### src/rtl/alu_ctrl_pkg.sv
// Shared op codes and sequencer state encoding for the ALU control unit.
package alu_ctrl_pkg;

  // Iterations for multiply and divide; the datapath counter wraps after this many.
  localparam int unsigned N_ITER_DEF = 8;

  localparam logic [1:0] OP_ADD = 2'b00;
  localparam logic [1:0] OP_SUB = 2'b01;
  localparam logic [1:0] OP_MUL = 2'b10;
  localparam logic [1:0] OP_DIV = 2'b11;

  typedef enum logic [3:0] {
    StIdle   = 4'd0,
    StLdM    = 4'd1,
    StLdQ    = 4'd2,
    StMTest  = 4'd3,
    StMShift = 4'd4,
    StDShift = 4'd5,
    StDSub   = 4'd6,
    StDChk   = 4'd7,
    StDRest  = 4'd8,
    StDFinal = 4'd9,
    StOut    = 4'd10
  } state_e;

endpackage

### src/rtl/alu_ctrl_decode.sv
// Combinational decode of sequencer state into datapath strobes and handshake outputs.
module alu_ctrl_decode
  import alu_ctrl_pkg::*;
(
  input  logic [3:0] i_state,
  input  logic [1:0] i_op,
  input  logic       i_a7,
  input  logic       i_qbit,
  input  logic       i_q0,
  input  logic       i_qm1,
  output logic [7:0] o_c,
  output logic       o_opnd_sel,
  output logic       o_busy,
  output logic       o_done
);

  state_e w_state;
  assign w_state = state_e'(i_state);

  // Strobe pattern per state; everything defaults low.
  always_comb begin
    o_c        = 8'h00;
    o_opnd_sel = 1'b0;
    o_busy     = (w_state != StIdle);
    o_done     = 1'b0;
    case (w_state)
      StLdM: o_c[0] = 1'b1;
      StLdQ: begin
        o_c[1]     = 1'b1;
        o_opnd_sel = 1'b1;
      end
      StMTest: begin
        // Booth pair: 10 subtracts M, 01 adds M, 00/11 leave A alone.
        if (i_q0 != i_qm1) begin
          o_c[2] = 1'b1;
          o_c[3] = i_q0;
        end
      end
      StMShift: begin
        o_c[4] = 1'b1;
        o_c[5] = 1'b1;
        o_c[6] = i_a7;
      end
      StDShift: begin
        o_c[4] = 1'b1;
        o_c[6] = i_qbit;
      end
      StDSub: begin
        o_c[2] = 1'b1;
        o_c[3] = 1'b1;
      end
      StDChk:  o_c[5] = 1'b1;
      StDRest: o_c[2] = 1'b1;
      StDFinal: begin
        o_c[4] = 1'b1;
        o_c[6] = i_qbit;
      end
      StOut: begin
        o_c[7] = 1'b1;
        o_c[3] = i_op[0];
        o_done = 1'b1;
      end
      default: ;
    endcase
  end

endmodule

### src/rtl/alu_control_unit.sv
// Sequencer for the 8-bit add/sub, Booth multiply and restoring divide datapath.
module alu_control_unit
  import alu_ctrl_pkg::*;
#(
  parameter int unsigned N_ITER = N_ITER_DEF
) (
  input  logic       i_clk,
  input  logic       i_rst,
  input  logic       i_start,
  input  logic [1:0] i_op_in,
  input  logic       i_cnt_done,
  input  logic       i_q0,
  input  logic       i_qm1,
  input  logic       i_a7,
  output logic [1:0] o_op,
  output logic       o_c0,
  output logic       o_c1,
  output logic       o_c2,
  output logic       o_c3,
  output logic       o_c4,
  output logic       o_c5,
  output logic       o_c6,
  output logic       o_c7,
  output logic       o_opnd_sel,
  output logic       o_busy,
  output logic       o_done
);

  // The datapath counter is 3 bits and flags done at 3'b111, so only 8 iterations work.
  if (N_ITER != 8) begin : g_n_iter_check
    $error("alu_control_unit: N_ITER must be 8 to match the datapath counter");
  end

  state_e     r_state, w_state_next;
  logic [1:0] r_op, w_op_next;
  logic       r_qbit, w_qbit_next;
  logic       r_cnt_done_seen, w_cnt_done_seen_next;
  logic [7:0] w_c;

  // Next-state logic plus op latch, quotient bit and counter-wrap tracking.
  always_comb begin
    w_state_next         = r_state;
    w_op_next            = r_op;
    w_qbit_next          = r_qbit;
    w_cnt_done_seen_next = r_cnt_done_seen;
    unique case (r_state)
      StIdle: begin
        w_cnt_done_seen_next = 1'b0;
        if (i_start) begin
          w_state_next = StLdM;
          w_op_next    = i_op_in;
        end
      end
      StLdM: begin
        w_qbit_next  = 1'b0;
        w_state_next = StLdQ;
      end
      StLdQ: begin
        if (r_op[1]) begin
          w_state_next = (r_op == OP_MUL) ? StMTest : StDShift;
        end else begin
          w_state_next = StOut;
        end
      end
      StMTest:  w_state_next = StMShift;
      StMShift: w_state_next = i_cnt_done ? StOut : StMTest;
      StDShift: w_state_next = StDSub;
      StDSub:   w_state_next = StDChk;
      StDChk: begin
        w_qbit_next = ~i_a7;
        if (i_cnt_done) begin
          w_cnt_done_seen_next = 1'b1;
        end
        if (i_a7) begin
          w_state_next = StDRest;
        end else begin
          w_state_next = i_cnt_done ? StDFinal : StDShift;
        end
      end
      // Counter has already wrapped to 0 here, so rely on the flag captured in StDChk.
      StDRest:  w_state_next = r_cnt_done_seen ? StDFinal : StDShift;
      StDFinal: w_state_next = StOut;
      StOut:    w_state_next = StIdle;
      default:  w_state_next = StIdle;
    endcase
  end

  // State and control registers with synchronous active-low reset.
  always_ff @(posedge i_clk) begin
    if (!i_rst) begin
      r_state         <= StIdle;
      r_op            <= OP_ADD;
      r_qbit          <= 1'b0;
      r_cnt_done_seen <= 1'b0;
    end else begin
      r_state         <= w_state_next;
      r_op            <= w_op_next;
      r_qbit          <= w_qbit_next;
      r_cnt_done_seen <= w_cnt_done_seen_next;
    end
  end

  alu_ctrl_decode u_decode (
    .i_state    (r_state),
    .i_op       (r_op),
    .i_a7       (i_a7),
    .i_qbit     (r_qbit),
    .i_q0       (i_q0),
    .i_qm1      (i_qm1),
    .o_c        (w_c),
    .o_opnd_sel (o_opnd_sel),
    .o_busy     (o_busy),
    .o_done     (o_done)
  );

  assign o_op = r_op;
  assign o_c0 = w_c[0];
  assign o_c1 = w_c[1];
  assign o_c2 = w_c[2];
  assign o_c3 = w_c[3];
  assign o_c4 = w_c[4];
  assign o_c5 = w_c[5];
  assign o_c6 = w_c[6];
  assign o_c7 = w_c[7];

endmodule

### config.mk
export PLATFORM = sky130hd
export DESIGN_NAME = alu_control_unit
export DESIGN_NICKNAME = d
export VERILOG_FILES = /design/src/rtl/alu_ctrl_pkg.sv /design/src/rtl/alu_ctrl_decode.sv /design/src/rtl/alu_control_unit.sv
export SDC_FILE = /design/constraint.sdc
export NUM_CORES = 1
export LEC_CHECK = 0
export ABC_CLOCK_PERIOD_IN_PS = 1800
export CAP_MARGIN = 30
export CORE_MARGIN = 8
export CORE_UTILIZATION = 47
export CTS_CLUSTER_DIAMETER = 150
export DETAILED_ROUTE_END_ITERATION = 6
export PLACE_DENSITY = 0.82
export REMOVE_ABC_BUFFERS = 1
export SLEW_MARGIN = 15
export SYNTH_ARGS = -nofsm -noshare
export SYNTH_HDL_FRONTEND = slang
export SYNTH_SLANG_ARGS = --single-unit
### constraint.sdc
create_clock -name i_clk -period 1.8 [get_ports i_clk]
set_input_delay 0.36 -clock i_clk [delete_from_list [all_inputs] [get_ports i_clk]]
set_output_delay 0.36 -clock i_clk [all_outputs]
set_load 0.01 [all_outputs]
==> results.py <==
metrics = {
    "grt": {
        "grt_pass1_wl_mm": 3.69,
        "grt_start_max_net_pins": 12,
        "grt_use_total": 0.170,
        "antenna_found_initial": 0,
        "grt_pass1_vias": 822,
        "gr-total-overflow": 0,
    },
    "cells_and_area": {
        "multi_input_area_um2": 450,
        "regArea_um2": 169,
        "final_cells": 143,
        "design_area_um2": 1050,
        "drive_above_1_share": 0.328,
        "area_growth_pct": 61.7,
        "fin_nets": 140,
        "n_fill_cell": 81,
        "n_antenna_cell": 0,
    },
    "synth": {
        "async_flop_share": 0,
        "yosysMostFrequentCell": "nor2_1",
        "synth_flop_cell": "dfxtp_1",
        "synth_cell_type_count": 29,
        "avgSynthCellArea_um2": 7.38,
        "yosysWarnings": 0,
        "syn_inst": 88,
        "synthTopCellsByArea": "dfxtp_1 (25%), a21oi_1 (6.9%), nor2_1 (6.4%)",
        "ys_top_cells_by_count": "nor2_1 (11), a21oi_1 (9), dfxtp_1 (8)",
        "ys_seq_elements": 8,
        "synth_top_cell_area_share": 0.247,
        "syn-cell-area_um2": 649,
        "synth_edf_count": 0,
        "yosysSeqAreaShare": 0.247,
        "synth_top_area_cell": "dfxtp_1",
    },
    "routing": {
        "drt_iter0_markers": 60,
        "via_per_inst": 5.92,
        "drc": 0,
        "antenna_left": 0,
        "wl_per_cell_um": 16.7,
        "vias": 846,
        "dr.pass1.iters": 5,
        "wl_mm": 2.38,
    },
    "power": {
        "vdd_drop_max_mv": 0.445,
        "leakagePower_nw": 0.478,
        "total_switching_power_mw": 0.263,
        "intPower_mw": 0.467,
        "power_density_nw_per_um2": 695,
        "seq_power_share": 0.312,
        "switching_share": 0.360,
        "p_comb_frac": 0.492,
        "p_clk_frac": 0.196,
    },
    "setup_path": {
        "criticalPathCategory": "flop to primary output",
        "crit_family": "buffers and inverters",
        "cp-start-kind": "flop",
        "path_cells": "buf_4 > nor4b_2 > dlygate4sd2_1",
        "critPathSlowestCell": "dfxtp_4",
        "r2r_slack_ns": 0.29,
        "worstReg2RegStart": "r_state[2]$_SDFFE_PN0P_",
        "cpPeakStageDelay_ns": 0.36,
        "end_kind": "primary output",
        "cp.depth": 3,
        "worstPathMaxFanout": 7,
        "reg2regPathDepth": 6,
        "crit_required_ns": 1.44,
        "arrival_ns": 1.42,
        "cp_num_buf_inv": 2,
        "startpoint": "r_state[2]$_SDFFE_PN0P_",
    },
    "placement": {
        "routabilityCongestion": 0.896,
        "io_buffers": 21,
        "place_area_um2": 998,
        "dp_hpwl_mm": 1.66,
        "pre_cts_ws_ns": -0.461,
        "placed_cells": 139,
    },
    "clocking": {
        "cts_buffers": 3,
        "cts_buffer_depth": 2,
        "clock_latency_ns": 0.26,
        "clk_pin_slew_worst_paths_ns": 0.05,
        "cts_root_buf": "clkbuf_4",
        "clkSinkCount": 8,
        "cts_tree": "done",
        "htree_levels": 1,
    },
    "worst_hold_path": {
        "hold_depth": 2,
        "hold_path_startpoint": "o_op[1]$_SDFFE_PN0P_",
        "hp-class": "flop to flop",
    },
    "sta": {
        "setup_viol": 0,
        "whs_ns": 0.576,
        "finalMaxSlewViolations": 0,
        "worstMarginPinSlew_ns": 0.384,
        "min_period_over_period": 0.989,
        "relSlewSlack": 0.742,
        "grt_setup_unrepaired": "true",
        "setup_slack_ns": 0.0194,
        "skew_ns": 0.00147,
        "fmax_mhz": 562,
        "hold_viol_final": 0,
        "min_period_ns": 1.78,
    },
    "outcome": {
        "status": "finished clean",
    },
    "die": {
        "core_area_um2": 1300,
        "io_pins": 22,
        "initial_utilization": 0.499,
        "rows": 13,
        "die-height_um": 53.2,
        "fp.dieW_um": 53.2,
        "die-area_um2": 2830,
    },
    "job": {
        "cap_viol_max_count": 0,
    },
}
[metrics by stage]
| step | setup TNS [ns] | power, mW | util |
|---|---|---|---|
| 2_1_floorplan | 0 | 0.361 | - |
| 3_3_place_gp | -0.977 | 0.569 | 0.767 |
| 3_5_place_dp | -1.11 | 0.581 | 0.767 |
| 4_1_cts | -0.0252 | 0.715 | 0.788 |
| 5_1_grt | -0.0300 | 0.767 | 0.807 |
| 6_report | 0 | 0.729 | 0.807 |
[flip-flops by register name, indices dropped and copies added (netlist names)]
| signal | cells |
|---|---|
| o_op | 2 |
| r_cnt_done_seen | 1 |
| r_qbit | 1 |
| r_state | 4 |
[routing by layer]
layer  global-route usage  up-vias  routed length (um)
li1                     -      391                   -
met1                0.196      394                 921
met2                0.273       51                1140
met3               0.0504       10                 265
met4               0.0882        0                  55
met5                    0        -                   0
[final cells by class]
cell class	count	share of cell area
Inverter	3	0.0107
Multi-Input combinational cell	70	0.429
Tap cell	15	0.0179
Clock buffer	3	0.0215
Timing Repair Buffer	44	0.360
Sequential cell	8	0.161
[path summary, 6_finish.rpt]
kind                                           endpoint
worst max-delay path                               o_c0
worst min-delay path            r_state[2]$_SDFFE_PN0P_
worst max register to register  r_state[3]$_SDFFE_PN0P_
worst min register to register  r_state[2]$_SDFFE_PN0P_
[power groups by stage]
stage	Clock, mW	Sequential [mW]	Combinational, mW
3_5_place_dp	0	0.226	0.355
6_report	0.143	0.228	0.359
2_1_floorplan	0	0.237	0.124
3_3_place_gp	0	0.225	0.344
4_1_cts	0.144	0.225	0.346
5_1_grt	0.158	0.231	0.378
[cell families (layout without fill, tap and decap cells)]
logic type,count (synthesis),after routing,share of synthesized area
AOI/OAI and AO/OA,24,24,0.227
xor gates and xnor gates,1,1,0.0135
adders and majority gates,1,1,0.0193
and+or+nand+nor,40,40,0.326
muxes,4,4,0.0617
DFF,8,8,0.247
buffers and inverters,10,50,0.106
[layout by cell type (no fill, tap or decap), types with 2 or more instances in the layout]
cell type        synthesis  layout
inv_1                    3       3
nand3_1                  3       3
nor2_2                   0       2
a31oi_1                  3       3
a21oi_1                  9       7
buf_2                    1       2
clkdlybuf4s15_1          0       2
nand2b_1                 5       5
dlygate4sd2_1            0       6
o21ai_1                  3       3
clkdlybuf4s50_1          0       8
and2_1                   2       2
mux2i_1                  4       4
o21ai_0                  3       3
nor2_1                  11       9
dlymetal6s2s_1           0       2
a21oi_2                  1       3
dfxtp_1                  8       5
dfxtp_4                  0       2
nand2_1                  7       7
clkbuf_4                 0       3
buf_4                    4      22
nor2b_4                  0       2
nor2b_1                  5       4
a22oi_1                  2       2
[timing repair]
item / in CTS / in global routing
hold buffers: 0 / 0
pin swaps: 2 / 5
setup buffers: 1 / 0
endpoints found under the setup margin: 11 / 7
resized for setup: 24 / 12
[worst reg2reg max path, delay by kind of cell, from the launching register on]
kind	cells	cell delay, ns
AOI/OAI and AO/OA	2	0.35
DFF	1	0.37
and+or+nand+nor	2	0.40
buffers and inverters	2	0.32
(Power assumes the default switching activity.)
